$ cat src/rtl/fifo_wr_arbiter.sv
// Round-robin arbiter sharing the single write port of a 16x8 fifo between two
// producers. Each grant lasts for a burst of up to BURST words. The arbiter never
// writes while the fifo reports full, and a full fifo never forces a switch.
module fifo_wr_arbiter #(
    parameter int WIDTH = 8,
    parameter int BURST = 4,
    parameter int CNTW  = 3
) (
    input  logic             clk,
    input  logic             reset,
    input  logic             req0,
    input  logic [WIDTH-1:0] data0,
    output logic             ack0,
    input  logic             req1,
    input  logic [WIDTH-1:0] data1,
    output logic             ack1,
    input  logic             fifo_full,
    output logic             fifo_wr_enb,
    output logic [WIDTH-1:0] fifo_data_in,
    output logic             owner,
    output logic             busy
);

    typedef enum logic [1:0] {
        IDLE = 2'd0,
        OWN0 = 2'd1,
        OWN1 = 2'd2
    } state_t;

    localparam logic [CNTW-1:0] BURST_C = CNTW'(BURST);

    state_t          state_q, state_d;
    logic            last_q, last_d;
    logic [CNTW-1:0] cnt_q, cnt_d;

    logic            cur_is1;
    logic            my_req;
    logic            oth_req;
    logic            my_ack;
    logic [CNTW-1:0] cnt_inc;

    // Outputs: a single gating level on top of the registered state
    assign ack0         = (state_q == OWN0) & req0 & ~fifo_full;
    assign ack1         = (state_q == OWN1) & req1 & ~fifo_full;
    assign fifo_wr_enb  = ack0 | ack1;
    assign fifo_data_in = ack0 ? data0 : (ack1 ? data1 : '0);
    assign owner        = last_q;
    assign busy         = (state_q != IDLE);

    assign cur_is1 = (state_q == OWN1);
    assign my_req  = cur_is1 ? req1 : req0;
    assign oth_req = cur_is1 ? req0 : req1;
    assign my_ack  = ack0 | ack1;
    assign cnt_inc = cnt_q + 1'b1;

    // Next-state: grant selection in IDLE, burst counting and hand-over in OWNx
    always_comb begin
        state_d = state_q;
        last_d  = last_q;
        cnt_d   = cnt_q;
        unique case (state_q)
            IDLE: begin
                cnt_d = '0;
                if (req0 && req1) begin
                    state_d = last_q ? OWN0 : OWN1;
                    last_d  = ~last_q;
                end else if (req0) begin
                    state_d = OWN0;
                    last_d  = 1'b0;
                end else if (req1) begin
                    state_d = OWN1;
                    last_d  = 1'b1;
                end
            end
            OWN0, OWN1: begin
                // A producer releasing its request ends the grant even while full;
                // full alone only stalls.
                if (!my_req) begin
                    cnt_d = '0;
                    if (oth_req) begin
                        state_d = cur_is1 ? OWN0 : OWN1;
                        last_d  = ~cur_is1;
                    end else begin
                        state_d = IDLE;
                    end
                end else if (my_ack) begin
                    if (cnt_inc == BURST_C) begin
                        cnt_d = '0;
                        if (oth_req) begin
                            state_d = cur_is1 ? OWN0 : OWN1;
                            last_d  = ~cur_is1;
                        end
                    end else begin
                        cnt_d = cnt_inc;
                    end
                end
            end
            default: begin
                state_d = IDLE;
                cnt_d   = '0;
            end
        endcase
    end

    // State registers; last resets to 1 so producer 0 wins the first tie
    always_ff @(posedge clk or negedge reset) begin
        if (!reset) begin
            state_q <= IDLE;
            last_q  <= 1'b1;
            cnt_q   <= '0;
        end else begin
            state_q <= state_d;
            last_q  <= last_d;
            cnt_q   <= cnt_d;
        end
    end

endmodule
$ cat config.mk
export PLATFORM = sky130hd
export DESIGN_NAME = fifo_wr_arbiter
export DESIGN_NICKNAME = d
export VERILOG_FILES = /design/src/rtl/fifo_wr_arbiter.sv
export SDC_FILE = /design/constraint.sdc
export NUM_CORES = 1
export LEC_CHECK = 0
export ABC_AREA = 1
export BUFFER_PORTS_ARGS = -buffer_cell sky130_fd_sc_hd__buf_2
export CAP_MARGIN = 20
export CORE_MARGIN = 5
export CORE_UTILIZATION = 35
export DETAILED_ROUTE_END_ITERATION = 7
export PLACE_DENSITY = 0.61
export SLEW_MARGIN = 20
export SYNTH_ARGS = -nofsm -noshare
export SYNTH_HDL_FRONTEND = slang
export SYNTH_SLANG_ARGS = --single-unit
$ cat constraint.sdc
create_clock -name clk -period 5 [get_ports clk]
set_clock_uncertainty 0.2 [all_clocks]
set_input_delay 0.25 -clock clk [delete_from_list [all_inputs] [get_ports clk]]
set_output_delay 0.25 -clock clk [all_outputs]
set_load 0.005 [all_outputs]
* After elaboration in Yosys (flattened, before gate mapping)
Cells that the tools add are included.
Storage, ports and cells: memories kept 0, memory bits (read-only) 0, logic and storage cells 53, register bits after elaboration 6, bits of input ports 21, latch bits 0, bits in writable memories 0, output and inout bits 13
Operators by class: muxes and demuxes 27, reductions and logical operators 7, magnitude comparators 0, eq/ne operators 7, multipliers 0, divide/modulo/power cells 0, shift-type cells 0, bitwise gates (word level) 8, $add $sub $neg 1
Operators with widths (number):
- two-way mux 2 bit | 10
- two-way mux 8 bit | 2
- two-way mux 3 bit | 4
- two-way mux 1 bit | 9
- inequality test 3 bit, second input constant | 3
- AND reduction 4 bit | 2
- AND 1 bit | 4
- inequality test 4 bit, second input constant | 1
- one-hot mux 2 bit (2 select lines) | 1
- nonzero test 2 bit | 2
- adder 3 x 1 -> 3 bit, second input constant | 1
- == test 3 bit, second input constant | 1
- inverter 1 bit | 3
- == test 2 x 1 -> 1 bit, second input constant | 1
- == test 2 bit, second input constant | 1
- logical NOT 2 bit | 1
- one-hot mux 1 bit (2 select lines) | 1
- OR reduction 2 bit | 1
- logical AND 1 bit | 1
- bitwise OR 1 bit | 1

* Longest topological paths before layout
depth after elaboration 7, mapped depth 10, gate-level depth less buffers 10

* Least setup slack after synthesis
No wires, ideal clock.
path type register to register, start point register state_q[0], end point register state_q[0], clock period less this slack 1.667 ns, setup slack 3.333 ns, required time 4.683 ns, cell stages (with the launch flop) 10, data arrival time 1.351 ns, library setup time 0.117 ns, path buffers 1, path through dfrtp_1 inv_1 ha_1 clkbuf_1 nand3_1 nand2_1 a21boi_2 nand2_2 nand2_1 nand2_1
Between the ends: word-level cells in the longest chain between the ends 7, elaborated cells on any way between the ends 23, classes of those cells eq/ne: 6; mux: 9; bitwise: 5; reduce/logical: 3
RTL lines:
- start, declared | line 32 | state_t state_q, state_d;
- start signal, assigned | line 112 | state_q <= state_d;
- == test 2 bit | line 44, 50, 61
- two-way mux 2 bit | line 81, 90
- two-way mux 2 bit | line 89 | if (oth_req) begin
- two-way mux 2 bit | line 87 | if (cnt_inc == BURST_C) begin
- two-way mux 2 bit | line 86 | end else if (my_ack) begin
- two-way mux 2 bit | line 78 | if (!my_req) begin
- one-hot mux 2 bit (2 select lines) | line 61 | unique case (state_q)
Several ways; a longest one is shown, not always the timed one. The select of a mux whose other input is x is not followed. A chain may end at the register's enable or synchronous reset.

* Worst setup path in the final report
start point register state_q[0], end point output port fifo_wr_enb
Between the ends: word-level cells in the longest chain between the ends 4, elaborated cells on any way between the ends 7, classes of those cells eq/ne: 2; bitwise: 5
RTL lines:
- == test 2 x 1 -> 1 bit or == test 2 bit (tied branches) | line 43, 44
- AND 1 bit, on equally long branches (2 in series) | line 43, 44
- bitwise OR 1 bit * | line 45 | assign fifo_wr_enb = ack0 | ack1;
- end, declared | line 18 | output logic fifo_wr_enb,
Every way passes the cells marked *; elsewhere a longest branch is shown, timed or not.

==> out/summary.json <==
{
  "final_common_cell": {"value": "sky130_fd_sc_hd__nand2_1"},
  "global_route.usage.total": {"value": 12.9, "unit": "%"},
  "synth_top_family_by_area": {"value": "simple AND/OR/NAND/NOR gates"},
  "static-leakage-power": {"value": 0.562, "unit": "nW"},
  "post_synth_and_or_nand_nor_area_fraction": {"value": 48.3, "unit": "%"},
  "seqCellArea": {"value": 151, "unit": "um2"},
  "mappedNetlistArea": {"value": 673, "unit": "um2"},
  "die_height": {"value": 53.9, "unit": "um"},
  "place.detailed.hpwl": {"value": 1510, "unit": "um"},
  "status": {"value": "completed"},
  "globalplace.congestion": {"value": 0.783},
  "antenna_found_initial": {"value": 0},
  "fillerInstances": {"value": 187},
  "yosys.area_share.adder": {"value": 11.2, "unit": "%"},
  "hold_path_class": {"value": "in -> async"},
  "drt-pass1-iter-count": {"value": 4},
  "layout-drive-gt1-share": {"value": 32.1, "unit": "%"},
  "first_global_vias": {"value": 708},
  "initial_util": {"value": 37.8, "unit": "%"},
  "die-area": {"value": 0.00290, "unit": "mm2"},
  "final_ant_viol_nets": {"value": 0},
  "clockBufferDepth": {"value": 2},
  "finalHoldViolations": {"value": 0},
  "dr.first_iter.drc_count": {"value": 15},
  "sequential_cell_area_fraction_in_the_yosys_report": {"value": 22.5, "unit": "%"},
  "via_per_inst": {"value": 4.67},
  "multi_input_comb_area": {"value": 465, "unit": "um2"},
  "cp.arrival": {"value": 1660, "unit": "ps"},
  "relSlewSlack": {"value": 82.9, "unit": "%"},
  "crit_path_top_delay_cell": {"value": "sky130_fd_sc_hd__dfrtp_1"},
  "detail_route.wl_per_cell": {"value": 10.8, "unit": "um"},
  "worst_setup_hold_path_clk_slew": {"value": 60, "unit": "ps"},
  "synth.avg_cell_area": {"value": 6.54, "unit": "um2"},
  "critPathBufInv": {"value": 3},
  "synth_cells": {"value": 103},
  "finalCritPeriodShare": {"value": 42.2, "unit": "%"},
  "worst-path-max-fanout": {"value": 10},
  "synth_xor_area_share": {"value": 0, "unit": "%"},
  "setup_violations": {"value": 0},
  "tritoncts.num_buffers": {"value": 3},
  "top_level_ports": {"value": 34},
  "p_per_area": {"value": 416, "unit": "mW/mm2"},
  "timing.setup.critical_path_class": {"value": "reg -> out"},
  "synth_edf_count": {"value": 0},
  "cts_sinks": {"value": 6},
  "netlist-cell-type-count": {"value": 17},
  "yosys_most_used_dff": {"value": "sky130_fd_sc_hd__dfrtp_1"},
  "synth_compound_gate_area_share": {"value": 9.67, "unit": "%"},
  "crit_path_end_kind": {"value": "primary output"},
  "final_cells": {"value": 165},
  "worst_tran_pin_value": {"value": 255, "unit": "ps"},
  "global_route_wire_length_before_repair": {"value": 2820, "unit": "um"},
  "crit_family": {"value": "flip-flops"},
  "syn_nets": {"value": 130},
  "worst_ep_required_time": {"value": 4550, "unit": "ps"},
  "remaining_drc_errors": {"value": 0},
  "global_route.overflow_total": {"value": 0},
  "maximum_number_of_pins_on_one_net_before_global_route_repair": {"value": 11},
  "fin_nets": {"value": 168},
  "max-vdd-ir-drop": {"value": 0.306, "unit": "mV"},
  "max-cap-violations": {"value": 0},
  "rsz0062_at_grt": {"value": "no"},
  "yosys_register_bits": {"value": 6},
  "number_of_buffers_added_on_ports": {"value": 33},
  "placementRows": {"value": 15},
  "warning_count_from_the_yosys_run": {"value": 0},
  "drt_wl_total": {"value": 1790, "unit": "um"},
  "post_synthesis_async_set_or_reset_flop_share": {"value": 100, "unit": "%"},
  "antenna-diode-count": {"value": 0},
  "tns": {"value": 0, "unit": "ps"},
  "vias_after_detailed_routing": {"value": 770},
  "slowest_delay": {"value": 410, "unit": "ps"},
  "placed_cells": {"value": 160},
  "fp.coreArea": {"value": 0.00178, "unit": "mm2"},
  "synthMuxAreaShare": {"value": 0, "unit": "%"},
  "area.growth.synth_to_final": {"value": 34.0, "unit": "%"},
  "startpoint_class_of_the_critical_path": {"value": "flip-flop"},
  "critical_path.cell_chain": {"value": "inv_1 > ha_1 > nand2_2 > nor2_4 > nor2_4 > inv_1 > buf_2"},
  "h_tree_depth": {"value": 1},
  "period_needed": {"value": 2110, "unit": "ps"},
  "report.final.slew_viol_count": {"value": 0},
  "die_w": {"value": 53.9, "unit": "um"},
  "final_cell_mix": {"value": "36 x sky130_fd_sc_hd__nand2_1, 33 x sky130_fd_sc_hd__buf_2, 22 x sky130_fd_sc_hd__nand3_1"},
  "ctsResizeCount": {"value": 0},
  "clockRootBuffer": {"value": "sky130_fd_sc_hd__clkbuf_4"},
  "cts_post_setup_buffers_inserted": {"value": 0},
  "clock_tree_from_tritoncts": {"value": "done"},
  "fmaxAchievable": {"value": 474, "unit": "MHz"},
  "clk_latency": {"value": 250, "unit": "ps"}
}
-- cells by family (layout without fill, tap and decap cells) --
group                      Yosys count  after routing
adders and majority gates            6              6
buffers and inverters               15             52
and+or+nand+nor                     67             67
AOI/OAI and AO/OA                    9              9
DFF                                  6              6
-- registers in the layout (all words and copies together) (netlist names) --
name,flops
cnt_q,3
state_q,2
owner,1
-- cells in the mapped netlist (all sizes together), types with 2 or more instances --
cell type | n | area, um2
o21ai | 5 | 25.0
nand3 | 22 | 110
inv | 14 | 52.6
nand2 | 39 | 159
dfrtp | 5 | 125
nor2 | 5 | 50.1
a21oi | 2 | 10.0
ha | 6 | 75.1
-- per-layer routing --
metal	share of wire [%]	vias to the layer above	global-route usage [%]
li1	-	407	-
met1	43	346	17.0
met2	51	15	21.0
met3	4.3	2	2.49
met4	0.67	0	3.83
met5	0	-	0
-- repair_timing --
action                     in CTS  in global routing
setup endpoints to repair       0                  0
hold endpoints to repair        6                  0
hold buffers                    1                  0
-- power breakdown --
group	total [mW]	internal [mW]	leakage (nW)	switching, mW
logic	0.248	0.0983	0.469	0.150
registers	0.0777	0.0659	0.0777	0.0118
clock network	0.0498	0.0304	0.0150	0.0195
total	0.376	0.195	0.562	0.181
-- area by class of cell --
type,count,share of cell area (%)
tap,25,3.47
clock buffer,4,2.91
timing repair buffer,34,19.4
multi-input combinational,82,51.6
inverter,14,5.83
sequential,6,16.8
-- metrics by stage --
stage               power, mW  hold slack [ps]  util [%]  cell area, um2  setup WS [ps]
finish                  0.376              153      50.6             902           2890
global route            0.420              177      50.6             902           2730
CTS                     0.379              149      50.6             902           2900
detailed placement      0.328             -118      48.6             866           3170
global placement        0.322             -120      48.6             866           3220
floorplan               0.259             -246         -             673           3330
-- worst register-to-register path: cells and delay by family (launching register included) --
| family | cells | cell delay [ps] |
|---|---|---|
| compound gates | 1 | 170 |
| fa+ha+maj | 1 | 270 |
| buf+inv | 1 | 90 |
| flops | 1 | 410 |
| simple gates | 6 | 580 |
-- path summary, 6_finish.rpt --
path	to	startpoint	depth (start not counted)	slack, ps
max	fifo_wr_enb	state_q[0]	7	2890
min reg2reg	owner	owner	2	260
max reg2reg	state_q[0]	state_q[0]	9	3170
min in group clk	state_q[0]	req0	5	260
max in group asynchronous	owner	reset	2	4210
min	state_q[1]	reset	2	150
Power figures use the tool's default switching activity.
